==> src/rtl/hilo_muldiv.sv <==
// hilo_muldiv: iterative multiply/divide unit holding the architectural HI/LO
// registers. It sits beside the ALU in the execute stage and is driven by the
// same decoded function code and operand pair.
//
// Ports:
//   clk    in   rising-edge clock
//   rst_n  in   asynchronous active-low reset
//   start  in   request, accepted only when idle and not flushed
//   funct  in   FUN code (MULT, MULTU, DIV, DIVU, MTHI, MTLO)
//   opA    in   multiplicand / dividend / MTHI-MTLO source
//   opB    in   multiplier / divisor
//   flush  in   abort the in-flight operation, HI/LO untouched
//   busy   out  operation in flight; HI/LO reads must stall
//   done   out  one-cycle pulse, new HI/LO visible in this cycle
//   hi     out  HI register
//   lo     out  LO register
//
// Build option: define HILO_FAST_MULT_EN to compute MULT/MULTU with a single
// combinational multiplier at acceptance (busy for one cycle). Without it all
// four operations use the 32-step shift/subtract datapath (busy 33 cycles).
module hilo_muldiv #(
  parameter int WIDTH = 32,
  parameter int FUNW  = 6
) (
  input  logic             clk,
  input  logic             rst_n,
  input  logic             start,
  input  logic [FUNW-1:0]  funct,
  input  logic [WIDTH-1:0] opA,
  input  logic [WIDTH-1:0] opB,
  input  logic             flush,
  output logic             busy,
  output logic             done,
  output logic [WIDTH-1:0] hi,
  output logic [WIDTH-1:0] lo
);

  localparam int CW = $clog2(WIDTH);
  localparam logic [CW-1:0] CNT_LAST = CW'(WIDTH - 1);

  localparam logic [FUNW-1:0] FUN_MULT  = FUNW'(6'b011000);
  localparam logic [FUNW-1:0] FUN_MULTU = FUNW'(6'b011001);
  localparam logic [FUNW-1:0] FUN_DIV   = FUNW'(6'b011010);
  localparam logic [FUNW-1:0] FUN_DIVU  = FUNW'(6'b011011);
  localparam logic [FUNW-1:0] FUN_MTHI  = FUNW'(6'b010001);
  localparam logic [FUNW-1:0] FUN_MTLO  = FUNW'(6'b010011);

  typedef enum logic [1:0] {IDLE, CALC, FIX} state_e;

  state_e             state_q;
  logic [CW-1:0]      cnt_q;
  // Multiply: {partial product high, multiplier}. Divide: {remainder, dividend/quotient}.
  logic [2*WIDTH-1:0] acc_q;
  logic [WIDTH-1:0]   opnd_q;     // multiplicand or divisor magnitude
  logic               is_div_q;
  logic               neg_q;      // product / quotient must be negated
  logic               neg_rem_q;  // remainder takes the dividend's sign
  logic               divz_q;
  logic [WIDTH-1:0]   hi_q, lo_q;
  logic               done_q;

  // Decode of the incoming request
  logic             is_mul_f, is_div_f, is_signed_f;
  logic             a_neg, b_neg;
  logic [WIDTH-1:0] abs_a, abs_b;

  always_comb begin
    is_mul_f    = (funct == FUN_MULT) || (funct == FUN_MULTU);
    is_div_f    = (funct == FUN_DIV)  || (funct == FUN_DIVU);
    is_signed_f = (funct == FUN_MULT) || (funct == FUN_DIV);
    a_neg       = is_signed_f & opA[WIDTH-1];
    b_neg       = is_signed_f & opB[WIDTH-1];
    // -x of the most negative value is itself, which is still the right unsigned magnitude
    abs_a       = a_neg ? -opA : opA;
    abs_b       = b_neg ? -opB : opB;
  end

`ifdef HILO_FAST_MULT_EN
  logic [2*WIDTH-1:0] ext_a, ext_b, fast_prod;
  always_comb begin
    ext_a     = is_signed_f ? {{WIDTH{opA[WIDTH-1]}}, opA} : {{WIDTH{1'b0}}, opA};
    ext_b     = is_signed_f ? {{WIDTH{opB[WIDTH-1]}}, opB} : {{WIDTH{1'b0}}, opB};
    // Low 2*WIDTH bits of the extended product equal the exact signed/unsigned product
    fast_prod = ext_a * ext_b;
  end
`endif

  // One iteration of each datapath
  logic [WIDTH:0]     mul_sum, div_trial;
  logic [2*WIDTH-1:0] mul_next, div_next;

  always_comb begin
    mul_sum  = {1'b0, acc_q[2*WIDTH-1:WIDTH]} + {1'b0, (acc_q[0] ? opnd_q : '0)};
    mul_next = {mul_sum, acc_q[WIDTH-1:1]};
    // Shift the next dividend bit into the remainder and try subtracting the divisor;
    // a set borrow bit means the trial failed and the remainder is kept.
    div_trial = {acc_q[2*WIDTH-1:WIDTH], acc_q[WIDTH-1]} - {1'b0, opnd_q};
    if (!div_trial[WIDTH]) begin
      div_next = {div_trial[WIDTH-1:0], acc_q[WIDTH-2:0], 1'b1};
    end else begin
      div_next = {acc_q[2*WIDTH-2:0], 1'b0};
    end
  end

  // Sign fixup applied in FIX
  logic [2*WIDTH-1:0] prod_fix;
  logic [WIDTH-1:0]   quo_fix, rem_fix;

  always_comb begin
    prod_fix = neg_q ? -acc_q : acc_q;
    quo_fix  = neg_q ? -acc_q[WIDTH-1:0] : acc_q[WIDTH-1:0];
    rem_fix  = neg_rem_q ? -acc_q[2*WIDTH-1:WIDTH] : acc_q[2*WIDTH-1:WIDTH];
  end

  always_ff @(posedge clk or negedge rst_n) begin
    if (!rst_n) begin
      state_q   <= IDLE;
      cnt_q     <= '0;
      acc_q     <= '0;
      opnd_q    <= '0;
      is_div_q  <= 1'b0;
      neg_q     <= 1'b0;
      neg_rem_q <= 1'b0;
      divz_q    <= 1'b0;
      hi_q      <= '0;
      lo_q      <= '0;
      done_q    <= 1'b0;
    end else begin
      done_q <= 1'b0;
      case (state_q)
        IDLE: begin
          if (start && !flush) begin
            if (funct == FUN_MTHI) begin
              hi_q <= opA;
            end else if (funct == FUN_MTLO) begin
              lo_q <= opA;
            end else if (is_mul_f || is_div_f) begin
              acc_q     <= {{WIDTH{1'b0}}, (is_div_f ? abs_a : abs_b)};
              opnd_q    <= is_div_f ? abs_b : abs_a;
              is_div_q  <= is_div_f;
              neg_q     <= a_neg ^ b_neg;
              neg_rem_q <= a_neg;
              divz_q    <= is_div_f && (opB == '0);
              cnt_q     <= CNT_LAST;
              state_q   <= CALC;
`ifdef HILO_FAST_MULT_EN
              if (is_mul_f) begin
                acc_q   <= fast_prod;
                neg_q   <= 1'b0;
                state_q <= FIX;
              end
`endif
            end
          end
        end
        CALC: begin
          if (flush) begin
            state_q <= IDLE;
          end else begin
            acc_q <= is_div_q ? div_next : mul_next;
            if (cnt_q == '0) begin
              state_q <= FIX;
            end else begin
              cnt_q <= cnt_q - CW'(1);
            end
          end
        end
        FIX: begin
          state_q <= IDLE;
          if (!flush) begin
            done_q <= 1'b1;
            if (is_div_q) begin
              // Divide by zero: the restoring loop leaves |opA| as remainder, so the
              // sign fixup restores opA in HI; LO is forced to all ones.
              lo_q <= divz_q ? '1 : quo_fix;
              hi_q <= rem_fix;
            end else begin
              hi_q <= prod_fix[2*WIDTH-1:WIDTH];
              lo_q <= prod_fix[WIDTH-1:0];
            end
          end
        end
        default: state_q <= IDLE;
      endcase
    end
  end

`ifndef SYNTHESIS
  always @(posedge clk) begin
    if (rst_n && start && !flush && (state_q == IDLE) && !is_mul_f && !is_div_f &&
        (funct != FUN_MTHI) && (funct != FUN_MTLO)) begin
      $warning("hilo_muldiv: start with unsupported funct %b ignored", funct);
    end
  end
`endif

  assign busy = (state_q != IDLE);
  assign done = done_q;
  assign hi   = hi_q;
  assign lo   = lo_q;

endmodule

==> config.mk <==
export PLATFORM = sky130hd
export DESIGN_NAME = hilo_muldiv
export DESIGN_NICKNAME = d
export VERILOG_FILES = /design/src/rtl/hilo_muldiv.sv
export SDC_FILE = /design/constraint.sdc
export NUM_CORES = 1
export LEC_CHECK = 0
export ABC_AREA = 1
export CAP_MARGIN = 20
export CORE_MARGIN = 2
export CORE_UTILIZATION = 62
export DETAILED_ROUTE_END_ITERATION = 16
export DONT_BUFFER_PORTS = 1
export MAX_ROUTING_LAYER = met4
export PLACE_DENSITY = 0.8
export SLEW_MARGIN = 10
export SYNTH_ARGS = -nofsm -noshare
export SYNTH_HDL_FRONTEND = slang
export SYNTH_SLANG_ARGS = --single-unit
==> constraint.sdc <==
create_clock -name clk -period 3.15 [get_ports clk]
set_clock_uncertainty 0.15 [all_clocks]
set_input_delay 0.63 -clock clk [delete_from_list [all_inputs] [get_ports clk]]
set_output_delay 0.63 -clock clk [all_outputs]
set_load 0.02 [all_outputs]
==> impl_metrics.tcl <==
set metrics [dict create \
    multiInputGateArea_um2 11900 \
    synth_edf_count 0 \
    yosys-top-cells-count "nand2_1, nor2_1, inv_1, nand3_1, a21oi_1" \
    num-fill-cells 2698 \
    dr.pass1.iters 9 \
    synthCells 3144 \
    yosys.area.top_type_share 0.236 \
    viasPerCell 6.26 \
    synthTopCellsByArea "dfrtp_1, nand2_1, nand3_1, nor2_1, inv_1" \
    power.total_uw 12600 \
    power.switching_uw 6620 \
    syn-cell-area_um2 18200 \
    ys_seq_elements 172 \
    die_h_um 175 \
    grt_overflow 0 \
    gp_congestion 1.12 \
    cp_max_fo 35 \
    cpPeakStageDelay_ps 380 \
    track_usage 0.490 \
    hold_viol_final 172 \
    period_needed_ps 2910 \
    clkLatencyLatePin_ps 460 \
    synth_seq_area_share 0.236 \
    grt_max_degree 173 \
    drv_slew 0 \
    synthMuxAreaShare 0 \
    crit_start "acc_q[31]" \
    r2r_cells 17 \
    crit_top_cell "nand2_1" \
    synthSimpleGateAreaFrac 0.415 \
    synth_flop_cell "dfrtp_1" \
    io_pins 140 \
    outcome "finished with violations" \
    antenna_found_initial 0 \
    drive_above_1_share 0.0500 \
    fin_crit_sh 0.924 \
    port_buffers 0 \
    violations "hold timing" \
    die_x_um 175 \
    pre_cts_ws_ps 277 \
    clock_path_buffers 2 \
    postRouteAntennaNets 0 \
    start_kind "flip-flop" \
    slowest_stage "dfrtp_1" \
    layout.nets 3272 \
    min_path_type "in -> async" \
    endpoint "acc_q[0]" \
    cts_tree "built" \
    rr_endpoint "acc_q[0]" \
    yosysMostFrequentCell "nand2_1" \
    ff_latch_area_um2 4310 \
    relSlewSlack 0.432 \
    wire_per_inst_um 21.1 \
    area_growth_pct 6.50 \
    p_seq_frac 0.278 \
    critPathKind "reg -> reg" \
    drtIter0Drc 3213 \
    synth-xor-area-share 0.0322 \
    cts_sinks 172 \
    rrSetupSlack_ps 240 \
    cts_buffers 17 \
    critPathArrivalTime_ps 3100 \
    yosys.area.top_type "dfrtp_1" \
    path_cells "inv_1 -> ha_1 -> fa_1 -> inv_1 -> nand2_1 -> nand2_1 -> nand3_1 -> nand2_2 -> nand2_1 -> nand2_2 -> nand2_2 -> nand2_2 -> nand2_1 -> nand2_4 -> nand2_1 -> a21oi_1 -> nor2_1" \
    syn_nets 3290 \
    synth_compound_area_frac 0.153 \
    placementRows 62 \
    worstMarginPinSlew_ps 852 \
    required_ps 3340 \
    drc 0 \
    vdd_drop_max_v 0.000394 \
    clk_pin_slew_ps 80 \
    ys_types 50 \
    place_hpwl_um 58500 \
    p_int_uw 6010 \
    grt_first_pass_wirelength_um 113000 \
    finalWorstSetupSlack_ps 240 \
    rsz0062_at_grt "no" \
    power.clock.fraction 0.187 \
    start_util 0.633 \
    switching_share 0.524 \
    synthAdderAreaFrac 0.0503 \
    cap_violations 0 \
    p_per_area_nw_per_um2 651 \
    synth_top_family_by_area "simple AND/OR/NAND/NOR gates" \
    cts_root_buf "clkbuf_16" \
    leakagePower_uw 0.0103 \
    synthArstFlopShare 1.00 \
    setup-tns-final_ps 0 \
    coreArea_um2 28800 \
    fmax_mhz 344 \
    grt_pass1_vias 20200 \
    routed_wl_um 74200 \
    p_comb_frac 0.535 \
    vias 22100 \
    cts_max_level 4 \
    synth_warnings 0 \
    dieArea_um2 30800 \
    rr_startpoint "acc_q[31]" \
    avgSynthCellArea_um2 5.79 \
    setup_viol 0 \
    whs_ps -284 \
    end_kind "flip-flop" \
]
[cells in the final DEF (no fill, tap or decap), types with 13 or more instances in the layout]
cell	synthesis	final
nand3_1	338	338
a21oi_1	210	210
o21ai_0	177	177
clkbuf_16	0	17
nand4_1	38	38
nor2_2	13	13
ha_1	70	70
or2_2	15	15
nor2_1	442	441
xor2_1	56	56
buf_4	5	58
nand2_1	884	884
nor3_1	31	31
nand3b_1	18	18
a31oi_1	16	16
o211ai_1	22	22
inv_1	416	416
o21bai_1	15	15
dfrtp_1	172	170
[timing repair]
action / 4_1_cts / 5_1_grt
setup endpoints to repair: 0 / 3
setup buffers: 0 / 0
hold endpoints to repair: 172 / 172
gates resized for setup: 0 / 2
[stage by stage]
step,hold WS (ps),utilization,cell area [um2],instances
2_1_floorplan,184,-,18200,3144
3_3_place_gp,188,0.650,18700,3489
3_5_place_dp,188,0.651,18700,3490
4_1_cts,-288,0.673,19400,3522
5_1_grt,-294,0.674,19400,3523
6_report,-284,0.674,19400,3524
[routing by layer]
| layer | share of wire | track usage | up-vias |
|---|---|---|---|
| met2 | 0.41 | 0.697 | 1685 |
| met1 | 0.37 | 0.610 | 9881 |
| li1 | - | - | 10100 |
| met5 | 0 | - | - |
| met3 | 0.14 | 0.147 | 387 |
| met4 | 0.078 | 0.298 | 0 |
[critical path, delay by kind of cell (launching register included)]
| family | cells | cell delay, ps |
|---|---|---|
| AND/OR/NAND/NOR | 12 | 1350 |
| adder cells (fa/ha/maj) | 2 | 590 |
| flip-flops | 1 | 380 |
| AO/OA/AOI/OAI | 1 | 160 |
| buffers and inverters | 2 | 150 |
[cell families (layout without fill, tap and decap cells)]
kind of cell / after synthesis / count (layout)
and+or+nand+nor: 1805 / 1805
AOI/OAI and AO/OA: 502 / 502
DFF: 172 / 172
adders and majority gates: 72 / 72
xor gates and xnor gates: 67 / 67
other: 0 / 1
buffers and inverters: 526 / 521
[power groups by stage]
stage | sequential, uW | clock (uW) | combinational (uW)
3_3_place_gp | 3500 | 0 | 6330
6_report | 3520 | 2360 | 6760
5_1_grt | 3540 | 2430 | 7440
4_1_cts | 3470 | 2330 | 6500
3_5_place_dp | 3510 | 0 | 6450
2_1_floorplan | 3290 | 0 | 4680
[flip-flops by register name, summed over array words and instances, names as in the netlist]
name / flops
neg_rem_q: 1
state_q: 2
acc_q: 64
divz_q: 1
lo: 32
cnt_q: 5
opnd_q: 32
is_div_q: 1
neg_q: 1
hi: 32
done: 1
[how the worst min path moves through the flow]
stage | start | to | slack, ps
4_1_cts | rst_n | acc_q[47] | -290
3_5_place_dp | rst_n | hi[28] | 190
2_1_floorplan | rst_n | acc_q[0] | 180
3_3_place_gp | rst_n | hi[28] | 190
6_report | rst_n | lo[29] | -280
5_1_grt | rst_n | lo[21] | -290
[layout make-up]
type | instances | share of cell area
Sequential cell | 172 | 0.222
Clock inverter | 15 | 0.0108
Antenna cell | 1 | 0.000129
Inverter | 427 | 0.0826
Tap cell | 384 | 0.0248
Clock buffer | 17 | 0.0219
Timing Repair Buffer | 62 | 0.0270
Multi-Input combinational cell | 2446 | 0.611
Note: power is estimated with default switching activity, not from simulation.
